$ cat src/rtl/tl_lamp_monitor.sv
// Light-code receiver: decodes A/B codes to one-hot lamps and traps protocol violations into flashing-red FAULT.
// Build option TL_MON_DWELL_CHECK_EN adds yellow-dwell counters and the short-yellow fault (code 5).
module tl_lamp_monitor #(
  parameter int YEL_MIN   = 3,
  parameter int FLASH_DIV = 8
) (
  input  logic       clk,
  input  logic       reset_n,
  input  logic [1:0] La,
  input  logic [1:0] Lb,
  input  logic       fault_clr,
  output logic [2:0] lamp_a,
  output logic [2:0] lamp_b,
  output logic       fault,
  output logic [2:0] fault_code
);
  localparam logic [1:0] C_G = 2'b00;
  localparam logic [1:0] C_Y = 2'b01;
  localparam logic [1:0] C_R = 2'b10;
  localparam logic [2:0] LAMP_RED = 3'b100;
  localparam int FW = (FLASH_DIV > 1) ? $clog2(FLASH_DIV) : 1;
  localparam logic [FW-1:0] FLASH_LAST = FW'(FLASH_DIV - 1);

  if (YEL_MIN < 1 || FLASH_DIV < 1) begin : g_param_check
    $error("tl_lamp_monitor: YEL_MIN and FLASH_DIV must both be >= 1");
  end

  typedef enum logic [1:0] {SYNC, RUN, FAULT} state_t;

  state_t        state, state_nxt;
  logic [1:0]    la_q, lb_q, la_p, lb_p;
  logic [FW-1:0] flash_cnt, flash_cnt_nxt;
  logic          flash_off, flash_off_nxt;
  logic [2:0]    lamp_a_nxt, lamp_b_nxt, code_nxt, cause;
  logic          short_y;

  function automatic logic [2:0] decode(input logic [1:0] c);
    case (c)
      C_G:     decode = 3'b001;
      C_Y:     decode = 3'b010;
      default: decode = 3'b100;
    endcase
  endfunction

  function automatic logic legal_tr(input logic [1:0] p, input logic [1:0] q);
    case ({p, q})
      {C_G, C_G}, {C_G, C_Y}, {C_Y, C_Y},
      {C_Y, C_R}, {C_R, C_R}, {C_R, C_G}: legal_tr = 1'b1;
      default:                            legal_tr = 1'b0;
    endcase
  endfunction

`ifdef TL_MON_DWELL_CHECK_EN
  localparam int DW = $clog2(YEL_MIN + 1);
  localparam logic [DW-1:0] DW_MAX = DW'(YEL_MIN);

  logic [DW-1:0] dwell_a, dwell_b;

  // Counter trails la_q by one cycle, so on Y->R it still holds the yellow length just shown.
  function automatic logic [DW-1:0] dwell_step(input logic [1:0] q, input logic [1:0] p,
                                               input logic [DW-1:0] cnt);
    if (q != C_Y)          dwell_step = '0;
    else if (p != C_Y)     dwell_step = DW'(1);
    else if (cnt == DW_MAX) dwell_step = cnt;
    else                   dwell_step = cnt + DW'(1);
  endfunction

  always_ff @(posedge clk or negedge reset_n) begin
    if (!reset_n) begin
      dwell_a <= '0;
      dwell_b <= '0;
    end else if (state == FAULT && fault_clr) begin
      dwell_a <= '0;
      dwell_b <= '0;
    end else begin
      dwell_a <= dwell_step(la_q, la_p, dwell_a);
      dwell_b <= dwell_step(lb_q, lb_p, dwell_b);
    end
  end

  assign short_y = (la_p == C_Y && la_q == C_R && dwell_a < DW_MAX) ||
                   (lb_p == C_Y && lb_q == C_R && dwell_b < DW_MAX);
`else
  assign short_y = 1'b0;
`endif

  always_comb begin
    cause = 3'd0;
    if (la_q != C_R && lb_q != C_R)                 cause = 3'd1;
    else if (la_q == 2'b11 || lb_q == 2'b11)        cause = 3'd2;
    else if (state == RUN && !legal_tr(la_p, la_q)) cause = 3'd3;
    else if (state == RUN && !legal_tr(lb_p, lb_q)) cause = 3'd4;
    else if (state == RUN && short_y)               cause = 3'd5;
  end

  always_comb begin
    state_nxt     = state;
    flash_cnt_nxt = flash_cnt;
    flash_off_nxt = flash_off;
    lamp_a_nxt    = lamp_a;
    lamp_b_nxt    = lamp_b;
    code_nxt      = fault_code;
    case (state)
      SYNC, RUN: begin
        if (cause != 3'd0) begin
          state_nxt     = FAULT;
          code_nxt      = cause;
          flash_cnt_nxt = '0;
          flash_off_nxt = 1'b0;
          lamp_a_nxt    = LAMP_RED;
          lamp_b_nxt    = LAMP_RED;
        end else begin
          state_nxt  = RUN;
          lamp_a_nxt = decode(la_q);
          lamp_b_nxt = decode(lb_q);
        end
      end
      FAULT: begin
        if (fault_clr) begin
          state_nxt  = SYNC;
          code_nxt   = 3'd0;
          lamp_a_nxt = LAMP_RED;
          lamp_b_nxt = LAMP_RED;
        end else if (flash_cnt == FLASH_LAST) begin
          flash_cnt_nxt = '0;
          flash_off_nxt = ~flash_off;
          lamp_a_nxt    = flash_off ? LAMP_RED : 3'b000;
          lamp_b_nxt    = flash_off ? LAMP_RED : 3'b000;
        end else begin
          flash_cnt_nxt = flash_cnt + FW'(1);
        end
      end
      default: state_nxt = SYNC;
    endcase
  end

  always_ff @(posedge clk or negedge reset_n) begin
    if (!reset_n) begin
      la_q       <= C_R;
      lb_q       <= C_R;
      la_p       <= C_R;
      lb_p       <= C_R;
      state      <= SYNC;
      flash_cnt  <= '0;
      flash_off  <= 1'b0;
      lamp_a     <= LAMP_RED;
      lamp_b     <= LAMP_RED;
      fault_code <= 3'd0;
    end else begin
      la_q       <= La;
      lb_q       <= Lb;
      la_p       <= la_q;
      lb_p       <= lb_q;
      state      <= state_nxt;
      flash_cnt  <= flash_cnt_nxt;
      flash_off  <= flash_off_nxt;
      lamp_a     <= lamp_a_nxt;
      lamp_b     <= lamp_b_nxt;
      fault_code <= code_nxt;
    end
  end

  assign fault = (state == FAULT);

endmodule

$ cat config.mk
export PLATFORM = sky130hd
export DESIGN_NAME = tl_lamp_monitor
export DESIGN_NICKNAME = d
export VERILOG_FILES = /design/src/rtl/tl_lamp_monitor.sv
export SDC_FILE = /design/constraint.sdc
export NUM_CORES = 1
export LEC_CHECK = 0
export ABC_CLOCK_PERIOD_IN_PS = 2000
export CELL_PAD_IN_SITES_DETAIL_PLACEMENT = 0
export CELL_PAD_IN_SITES_GLOBAL_PLACEMENT = 1
export CORE_AREA = 8 8 62 64
export DETAILED_ROUTE_END_ITERATION = 8
export DIE_AREA = 0 0 70 72
export PLACE_DENSITY_LB_ADDON = 0.08
export SKIP_CTS_REPAIR_TIMING = 1
export SYNTH_ARGS = -nofsm -noshare
export SYNTH_HDL_FRONTEND = slang
export SYNTH_SLANG_ARGS = --single-unit
export TNS_END_PERCENT = 50
$ cat constraint.sdc
create_clock -name clk -period 2 [get_ports clk]
set_input_delay 0.2 -clock clk [delete_from_list [all_inputs] [get_ports clk]]
set_output_delay 0.2 -clock clk [all_outputs]
set_load 0.01 [all_outputs]
# [After elaboration in Yosys (flattened, before gate mapping)]
# Cells that the tools add are included.
[word_totals] ff_bits=23 inputBits=7 out_inout_bits=10 word_cells=90
[op_classes] add_sub_neg=1 eq_ne=24 muxes=34 bitwise=1 reduce_logical=20
[op_table] operator="$mux 3" n=14
[op_table] operator="$pmux 3 s2" n=6
[op_table] operator="$eq 4x3->1 const B" n=4
[op_table] operator="$eq 4x4->1 const B" n=4
[op_table] operator="$reduce_or 6->1" n=2
[op_table] operator="$mux 1" n=10
[op_table] operator="$ne 2x2->1 const B" n=5
[op_table] operator="$eq 4x1->1 const B" n=2
[op_table] operator="$logic_not 4->1" n=2
[op_table] operator="$eq 2x1->1 const B" n=3
[op_table] operator="$eq 2x2->1 const B" n=3
[op_table] operator="$logic_not 2->1" n=3
[op_table] operator="$reduce_and 3->1" n=2
[op_table] operator="$mux 2" n=2
[op_table] operator="$pmux 2 s2" n=1
[op_table] operator="$reduce_and 4->1" n=1
[op_table] operator="$add 3x1->3 const B" n=1
[op_table] operator="$eq 3x3->1 const B" n=1
[op_table] operator="$logic_and 1x1->1" n=3
[op_table] operator="$ne 3x2->1 const B" n=1
[op_table] operator="$reduce_bool 3->1" n=1
[op_table] operator="$logic_not 1->1" n=2
[op_table] operator="$ne 2x1->1 const B" n=1
[op_table] operator="$pmux 1 s2" n=1
[op_table] operator="5 further kinds" n=5

# [Logic depth before layout (Yosys ltp)]
# Gate-level depths: netlist (run 1).
[logic_depth] word_depth=19 ltp_mapped=6 mapped_depth_nobuf=6

# [Worst setup path after synthesis (run 1)]
# No wires, ideal clock.
[synth_timing] path_type="reg2reg" startpoint="reg la_q[0]" endpoint="reg state[1]" t_arrival_ns=1.446 slack_ns=0.430 path_stages_with_launch=6 path_buffers=0 period_less_slack_ns=1.570 path_cell_list="dfrtp_1 mux2_2 o21ai_2 o21a_1 a21oi_1 or2_1"
[synth_via] elab_chain_cells=13
[synth_rtl] item="start: declaration" line="31" rtl="logic [1:0] la_q, lb_q, la_p, lb_p;"
[synth_rtl] item="start signal: assignment" line="150" rtl="la_q <= La;"
[synth_rtl] item="$eq 4x1->1 (tied with other cells)" line="46" rtl="case ({p, q})"
[synth_rtl] item="$reduce_or 6->1" line="46"
[synth_rtl] item="$mux 1" line="46"
[synth_rtl] item="$mux 1" line="90" rtl="else if (la_q == 2'b11 || lb_q == 2'b11) cause = 3'd2;"
[synth_rtl] item="$mux 1" line="89" rtl="if (la_q != C_R && lb_q != C_R) cause = 3'd1;"
[synth_rtl] item="$logic_not 1->1" line="91" rtl="else if (state == RUN && !legal_tr(la_p, la_q)) cause = 3'd3;"
[synth_rtl] item="$logic_and 1x1->1" line="91"
[synth_rtl] item="$mux 3" line="91"
[synth_rtl] item="$mux 3" line="90"
[synth_rtl] item="$mux 3 (*)" line="89"
[synth_rtl] item="$reduce_bool 3->1 (*)" line="105" rtl="if (cause != 3'd0) begin"
[synth_rtl] item="$mux 2 (*)" line="105"
[synth_rtl] item="$pmux 2 s2 (*)" line="103" rtl="case (state)"
[synth_rtl] item="end signal: assignment" line="154" rtl="state <= state_nxt;"
[synth_rtl] item="end: declaration" line="30" rtl="state_t state, state_nxt;"
# Mark *: on every way between the ends. The rest lies on a longest branch, timed or not. The select of a mux whose other input is x is not followed.
# A chain may end at the register's enable or synchronous reset.

# [Worst setup path after layout (run 1)]
[layout_timing] startpoint="reg state[0]" endpoint="out fault"
[layout_via] elab_chain_cells=1
[layout_rtl] item="$eq 2x2->1" line="163" rtl="assign fault = (state == FAULT);"
[layout_rtl] item="end: declaration" line="14" rtl="output logic fault,"
# No other way between the ends.

==> results of run 1 <==
## stage by stage
| step | util [%] | setup slack, ns | power [mW] | std cells |
|---|---|---|---|---|
| 2_1_floorplan | - | 0.430 | 0.941 | 96 |
| 3_3_place_gp | 44.9 | 0.340 | 1.16 | 146 |
| 3_5_place_dp | 44.9 | 0.279 | 1.16 | 146 |
| 4_1_cts | 45.8 | 0.155 | 1.38 | 150 |
| 5_1_grt | 45.8 | 0.0521 | 1.45 | 150 |
| 6_report | 45.8 | 0.182 | 1.35 | 150 |
## registers in the layout, summed over array words and instances, names as in the netlist
signal,flops
flash_off,1
lamp_a,3
la_q,2
la_p,2
fault_code,3
flash_cnt,3
lamp_b,3
state,2
lb_p,2
lb_q,2
## area by class of cell
| cell class | count | area (µm²) | share of cell area [%] |
|---|---|---|---|
| Multi-Input combinational cell | 64 | 470 | 35.4 |
| Sequential cell | 23 | 583 | 43.8 |
| Timing Repair Buffer | 19 | 183 | 13.7 |
| Inverter | 7 | 26.3 | 1.98 |
| Tap cell | 33 | 41.3 | 3.10 |
| Clock buffer | 4 | 26.3 | 1.98 |
## layer usage
layer | wire, µm | track usage (%) | vias up
li1 | - | - | 394
met1 | 1020 | 11.9 | 383
met2 | 986 | 14.3 | 17
met3 | 114 | 3.00 | 2
met4 | 15 | 4.02 | 0
met5 | 0 | 0 | -
## cell families after synthesis
group / Yosys count / share of synthesized area, %
simple gates: 29 / 13.9
compound gates: 26 / 20.0
flops: 23 / 53.3
buf+inv: 9 / 3.77
mux: 5 / 5.14
xor+xnor: 2 / 1.60
fa+ha+maj: 2 / 2.29
## worst max-delay path, cell delays in order, from the launching register on
cell	delay, ns
dfrtp_1	0.46
nor2b_1	0.27
clkdlybuf4s50_1	0.60
## synth_stat cells (all sizes together) (2+ instances only)
library cell and count:
mux2 2, nor2 9, o21a 2, o22ai 3, o21ai 3, inv 7
dfrtp 17, or2 2, a32o 3, nand2 7, nor2b 3, xnor2 2
a21oi 3, ha 2, dfstp 6, mux2i 3, o221a 2, nand2b 3
## power breakdown
part | leakage [nW] | switching [mW] | total (mW) | internal (mW)
sequential | 0.284 | 0.0614 | 0.632 | 0.570
combinational | 0.258 | 0.246 | 0.511 | 0.265
clock | 0.0150 | 0.131 | 0.209 | 0.0777
## worst min-delay path by stage
stage,slack [ns],endpoint,startpoint,depth (start not counted)
4_1_cts,0.23,la_p[0]$_DFF_PN0_,reset_n,2
3_3_place_gp,0.43,la_p[1]$_DFF_PN1_,la_q[1]$_DFF_PN1_,0
3_5_place_dp,0.42,la_p[1]$_DFF_PN1_,la_q[1]$_DFF_PN1_,0
6_report,0.22,la_p[0]$_DFF_PN0_,reset_n,2
5_1_grt,0.24,fault_code[0]$_DFFE_PN0P_,reset_n,2
2_1_floorplan,-0.1,fault_code[0]$_DFFE_PN0P_,reset_n,0
## placed cells by master, fill, tap and decap left out, types with 2 or more instances in the layout
master,netlist,routed
a21oi_1,2,2
a32o_1,3,3
buf_4,0,3
clkbuf_4,0,3
clkdlybuf4s50_1,0,16
dfrtp_1,17,17
dfstp_2,6,6
ha_1,2,2
inv_1,7,7
mux2i_1,3,3
nand2_1,7,7
nand2b_1,3,3
nor2_1,8,8
nor2b_1,3,3
o21a_1,2,2
o21ai_0,2,2
o221a_2,2,2
o22ai_1,3,3
xnor2_1,2,2
==> summary.md, run 1 <==
| Metric | Value |
|---|---|
| RePlAce Congestion | ~0.80 |
| Largest net degree at the start of global routing | 24 |
| Sequential share of the synthesized area | 53.3% |
| Unrepaired setup endpoints after global routing | false |
| N_diodes | 0 |
| Post-DR wirelength/cell | between 10 and 15 µm |
| Worst-case clock buffer depth | 2 |
| Antenna violations before repair | 0 |
| Top cells by area, synth | dfrtp_1 39%, dfstp_2 14%, a32o_1 2.7%, mux2i_1 2.7%, nor2_1 2.7% |
| IO buf count | 16 |
| Syn nets | about 110 |
| CP Launch Type | register |
| Die X | 70 µm |
| Placed Area | roughly 1300 µm² |
| Initial Util | between 30% and 40% |
| Fin. max-slew vios | 0 |
| Netlist cell types | 40 |
| Final Setup Violations | 0 |
| TritonCTS clock tree | yes |
| Slew HR | about three quarters |
| WS Path Type | register to output port |
| Final period utilization | approximately nine tenths |
| Setup crit end kind | output port |
| Max-cap violations | 0 |
| Critical R2R Launch | la_q[0]$_DFF_PN0_ |
| Syn_area_per_cell | between 10 and 15 µm² |
| CTS Buf Count | 3 |
| Post-synth EDFFs | 0 |
| Sum Neg Setup Slack | 0 ns |
| Power density cells | between 1000 and 1500 nW/µm² |
| Htree depth | 1 |
| Vias per Instance | roughly 5.3 |
| IO Pins | 17 |
| Hold WS | 0.223 ns |
| Critical path required time | approximately 1.8 ns |
| Top FF cell, synth | dfrtp_1 |
| # nets final | roughly 130 |
| Final critical-path required period | 1.82 ns |
| Cells on worst reg2reg path | 5 |
| Core region area | slightly below 3000 µm² |
| Hold crit path type | input pin to async pin |
| Vias in the first global route | 798 |
| Pleak | about 0.56 nW |
| Layout cells sized above 1 | between 10% and 20% |
| Post-synth top area cell | dfrtp_1 |
| Worst slew pin tran | 0.359 ns |
| Filler cell count | roughly 290 |
| Synth-to-Final Area Change | 21.5% |
| Post-Syn Instances | 96 |
| Pre-antenna DRT Iters | 4 |
| Die Y | between 70 and 80 µm |
| Critical path peak fanout | 6 |
| Crit. Startpoint | state[0]$_DFFE_PN0P_ |
| Register bit count reported by yosys | 23 |
| Worst vdd ir | ~0.54 mV |
| Reg-to-Reg End | state[1]$_DFFE_PN0P_ |
| CP endpoint | fault |
| Worst-path clk slew | about 0.12 ns |
| Post-synthesis instance area | between 1000 and 1500 µm² |
| Fmax | 550 MHz |
| Synth Warn # | 0 |
| Routed vias | a little under 800 |
| Worst R2R Setup Slack | 0.26 ns |
| Clk sinks | 23 |
| Latest clock arrival within the worst-skew pair | approximately 0.30 ns |
| Hold Fails Final Rpt | 0 |
| Setup Skew | 0.00739 ns |
| Top cell type's share of synthesized area | between 30% and 40% |
| Clk root buf | clkbuf_4 |
| Core Rows | 20 |
| Drt first-iter violations | 20 |
| Crit path arrival time | ~1.6 ns |
| Status | completed |
| Async set or reset register ratio after synthesis | between 90% and 100% |
| Total die area | 5040 µm² |
| Total GRT Usage | under 10% |
| Post-route DRC | 0 |
| HPWL Detailed | around 1700 µm |
| Gr ovfl total | 0 |
| Final Instance Area | 1330 µm² |
| Post-route ant nets | 0 |
| Routed WL | roughly 2100 µm |
| Global-route wire length before repair | 3880 µm |
Note: power is estimated with default switching activity, not from simulation.
==> inputs of run 2 (changes only) <==
--- a/config.mk
+++ b/config.mk
@@ -10,8 +10,10 @@
 export CELL_PAD_IN_SITES_GLOBAL_PLACEMENT = 1
 export CORE_AREA = 8 8 62 64
+export CTS_BUF_LIST = sky130_fd_sc_hd__clkbuf_4 sky130_fd_sc_hd__clkbuf_8 sky130_fd_sc_hd__clkbuf_16
 export DETAILED_ROUTE_END_ITERATION = 8
 export DIE_AREA = 0 0 70 72
 export PLACE_DENSITY_LB_ADDON = 0.08
 export SKIP_CTS_REPAIR_TIMING = 1
+export SLEW_MARGIN = 10
 export SYNTH_ARGS = -nofsm -noshare
 export SYNTH_HDL_FRONTEND = slang
==> constraint.sdc (replaced) <==
create_clock -name clk -period 2 [get_ports clk]
set_input_delay 0.2 -clock clk [delete_from_list [all_inputs] [get_ports clk]]
set_output_delay 0.2 -clock clk [all_outputs]
set_load 0.02 [all_outputs]
==> run 2 against run 1 <==
Against the previous run: non-clock buffer count is the same; clock skew is essentially flat; global-route usage grew 0.086 points; register-to-register slack is essentially flat; setup slack gained 0.015 ns; worst hold slack lost 0.00070 ns; power grew 4.6%; largest cell class unchanged; cell area grew 0.47%; combinational power grew 9.4%; highest routed layer unchanged; clock-buffer cell count is the same.
==> summary.md, run 2 (synthesized netlist as in run 1, its figures left out) <==
| Metric | Value |
|---|---|
| Pleak | 0.562 nW (was 0.557 nW) |
| Post-route DRC | 0 (unchanged) |
| Critical path, cell by cell | nor2b_2, clkdlybuf4s50_1 (was nor2b_1, clkdlybuf4s50_1) |
| Setup Skew | 0.00703 ns (was 0.00739 ns) |
| Total die area | 5040 µm² (unchanged) |
| Cells on worst reg2reg path | 5 (unchanged) |
| WS Path Type | register to output port (unchanged) |
| Sum Neg Setup Slack | 0 ns (unchanged) |
| IO buf count | 16 (unchanged) |
| Core Rows | 20 (unchanged) |
| Fin. max-slew vios | 0 (unchanged) |
| Slew HR | 75.9% (was 76.0%) |
| Hold crit path type | input pin to async pin (unchanged) |
| Final Setup Violations | 0 (unchanged) |
| Post-route ant nets | 0 (unchanged) |
| RePlAce Congestion | 0.801 (unchanged) |
| Hold WS | 0.222 ns (was 0.223 ns) |
| Final period utilization | 90.1% (was 90.9%) |
| Synth-to-Final Area Change | 22.1% (was 21.5%) |
| CP delay by family, top | buffers and inverters (unchanged) |
| Worst-path clk slew | 0.12 ns (about the same) |
| Multi-input gate area | 473 µm² (was 470 µm²) |
| Vias in the first global route | 798 (unchanged) |
| Largest stage delay, worst path | 0.63 ns (was 0.60 ns) |
| Pre-antenna DRT Iters | 4 (unchanged) |
| Drt first-iter violations | 23 (was 20) |
| TritonCTS clock tree | yes (unchanged) |
| Routed vias | 790 (was 796) |
| Worst slew pin tran | 0.360 ns (was 0.359 ns) |
| Post-Route Utilization | 46.0% (was 45.8%) |
| Unrepaired setup endpoints after global routing | false (unchanged) |
| Clk root buf | clkbuf_4 (unchanged) |
| Total GRT Usage | 9.48% (was 9.40%) |
| Htree depth | 1 (unchanged) |
| Critical path peak fanout | 6 (unchanged) |
| Power density cells | 1060 nW/µm² (was 1020 nW/µm²) |
| Gr ovfl total | 0 (unchanged) |
| Die X | 70 µm (unchanged) |
| # nets final | 127 (unchanged) |
| Fmax | 555 MHz (was 550 MHz) |
| Die Y | 72 µm (unchanged) |
| Slowest CP cell | clkdlybuf4s50_1 (unchanged) |
| CP bufs+invs | 1 (unchanged) |
| Max-cap violations | 0 (unchanged) |
| Critical path required time | 1.80 ns (about the same) |
| Worst vdd ir | 0.668 mV (was 0.542 mV) |
| Hold Fails Final Rpt | 0 (unchanged) |
| N_diodes | 0 (unchanged) |
| Initial Util | 37.7% (unchanged) |
| HPWL Detailed | 1670 µm (unchanged) |
| Routed WL | 2140 µm (about the same) |
| Crit path arrival time | 1.60 ns (was 1.62 ns) |
| IO Pins | 17 (unchanged) |
| Worst-case clock buffer depth | 2 (unchanged) |
| CP Launch Type | register (unchanged) |
| Antenna violations before repair | 0 (unchanged) |
| Layout cells sized above 1 | 20.5% (was 18.8%) |
| Final critical-path required period | 1.80 ns (was 1.82 ns) |
| Latest clock arrival within the worst-skew pair | 0.31 ns (was 0.30 ns) |
| Worst R2R Setup Slack | 0.26 ns (about the same) |
| CTS Buf Count | 3 (unchanged) |
| Core region area | 2900 µm² (unchanged) |
| Vias per Instance | 5.27 (was 5.31) |
| Status | completed (unchanged) |
| Register Area | 583 µm² (unchanged) |
| Reg-to-Reg End | state[1]$_DFFE_PN0P_ (unchanged) |
| Most common cell after layout, fill and taps aside | dfrtp_1 (unchanged) |
| Most frequent cells in the layout | 17 x dfrtp_1, 16 x clkdlybuf4s50_1, 8 x nor2_1 (unchanged) |
| Critical R2R Launch | la_q[0]$_DFF_PN0_ (unchanged) |
| Setup crit end kind | output port (unchanged) |
| Clk sinks | 23 (unchanged) |
| Global-route wire length before repair | 3890 µm (was 3880 µm) |
| Post-DR wirelength/cell | 14.2 µm (about the same) |
| Largest net degree at the start of global routing | 24 (unchanged) |
| Filler cell count | 288 (unchanged) |
## run 2: worst max path at each step
stage / start / depth (start not counted) / slack, ns / end
floorplan: state[0]$_DFFE_PN0P_ / 4 / 0.43 / flash_cnt[1]$_DFFE_PN0P_
global placement: la_q[0]$_DFF_PN0_ / 5 / 0.34 / state[1]$_DFFE_PN0P_
finish: state[0]$_DFFE_PN0P_ / 2 / 0.20 / fault
CTS: state[0]$_DFFE_PN0P_ / 2 / 0.09 / fault
global route: state[0]$_DFFE_PN0P_ / 2 / 0.08 / fault
detailed placement: la_q[0]$_DFF_PN0_ / 5 / 0.28 / state[1]$_DFFE_PN0P_
## run 2: through the flow
stage          setup slack (ns)  cell area [µm²]  cells  total power, mW
2_1_floorplan             0.427             1090     96            0.987
3_3_place_gp              0.340             1300    146             1.21
3_5_place_dp              0.279             1300    146             1.21
4_1_cts                  0.0851             1330    150             1.44
5_1_grt                  0.0846             1340    150             1.52
6_report                  0.198             1340    150             1.41
## run 2: power breakdown
group | switching [mW] | total [mW] | internal, mW
registers | 0.0619 | 0.632 | 0.570
clock network | 0.132 | 0.224 | 0.0913
logic | 0.291 | 0.559 | 0.268
## run 2: layer usage
metal	up-vias	share of wire [%]	track usage (%)	wire [µm]
li1	393	-	-	-
met1	377	47	11.9	1010
met2	18	46	14.3	986
met3	2	5.9	3.00	127
met4	0	0.70	4.69	15
met5	-	0	0	0
## run 2: cell type report
class	count	share of cell area [%]
Timing Repair Buffer	19	13.7
Sequential cell	23	43.6
Inverter	7	1.97
Clock buffer	4	2.25
Tap cell	33	3.09
Multi-Input combinational cell	64	35.4
## run 2: worst reg2reg max path, stage by stage (launching register included)
cell,delay [ns]
dfrtp_1,0.49
mux2_2,0.37
o21ai_2,0.22
o21a_1,0.20
a21oi_1,0.12
or2_1,0.22
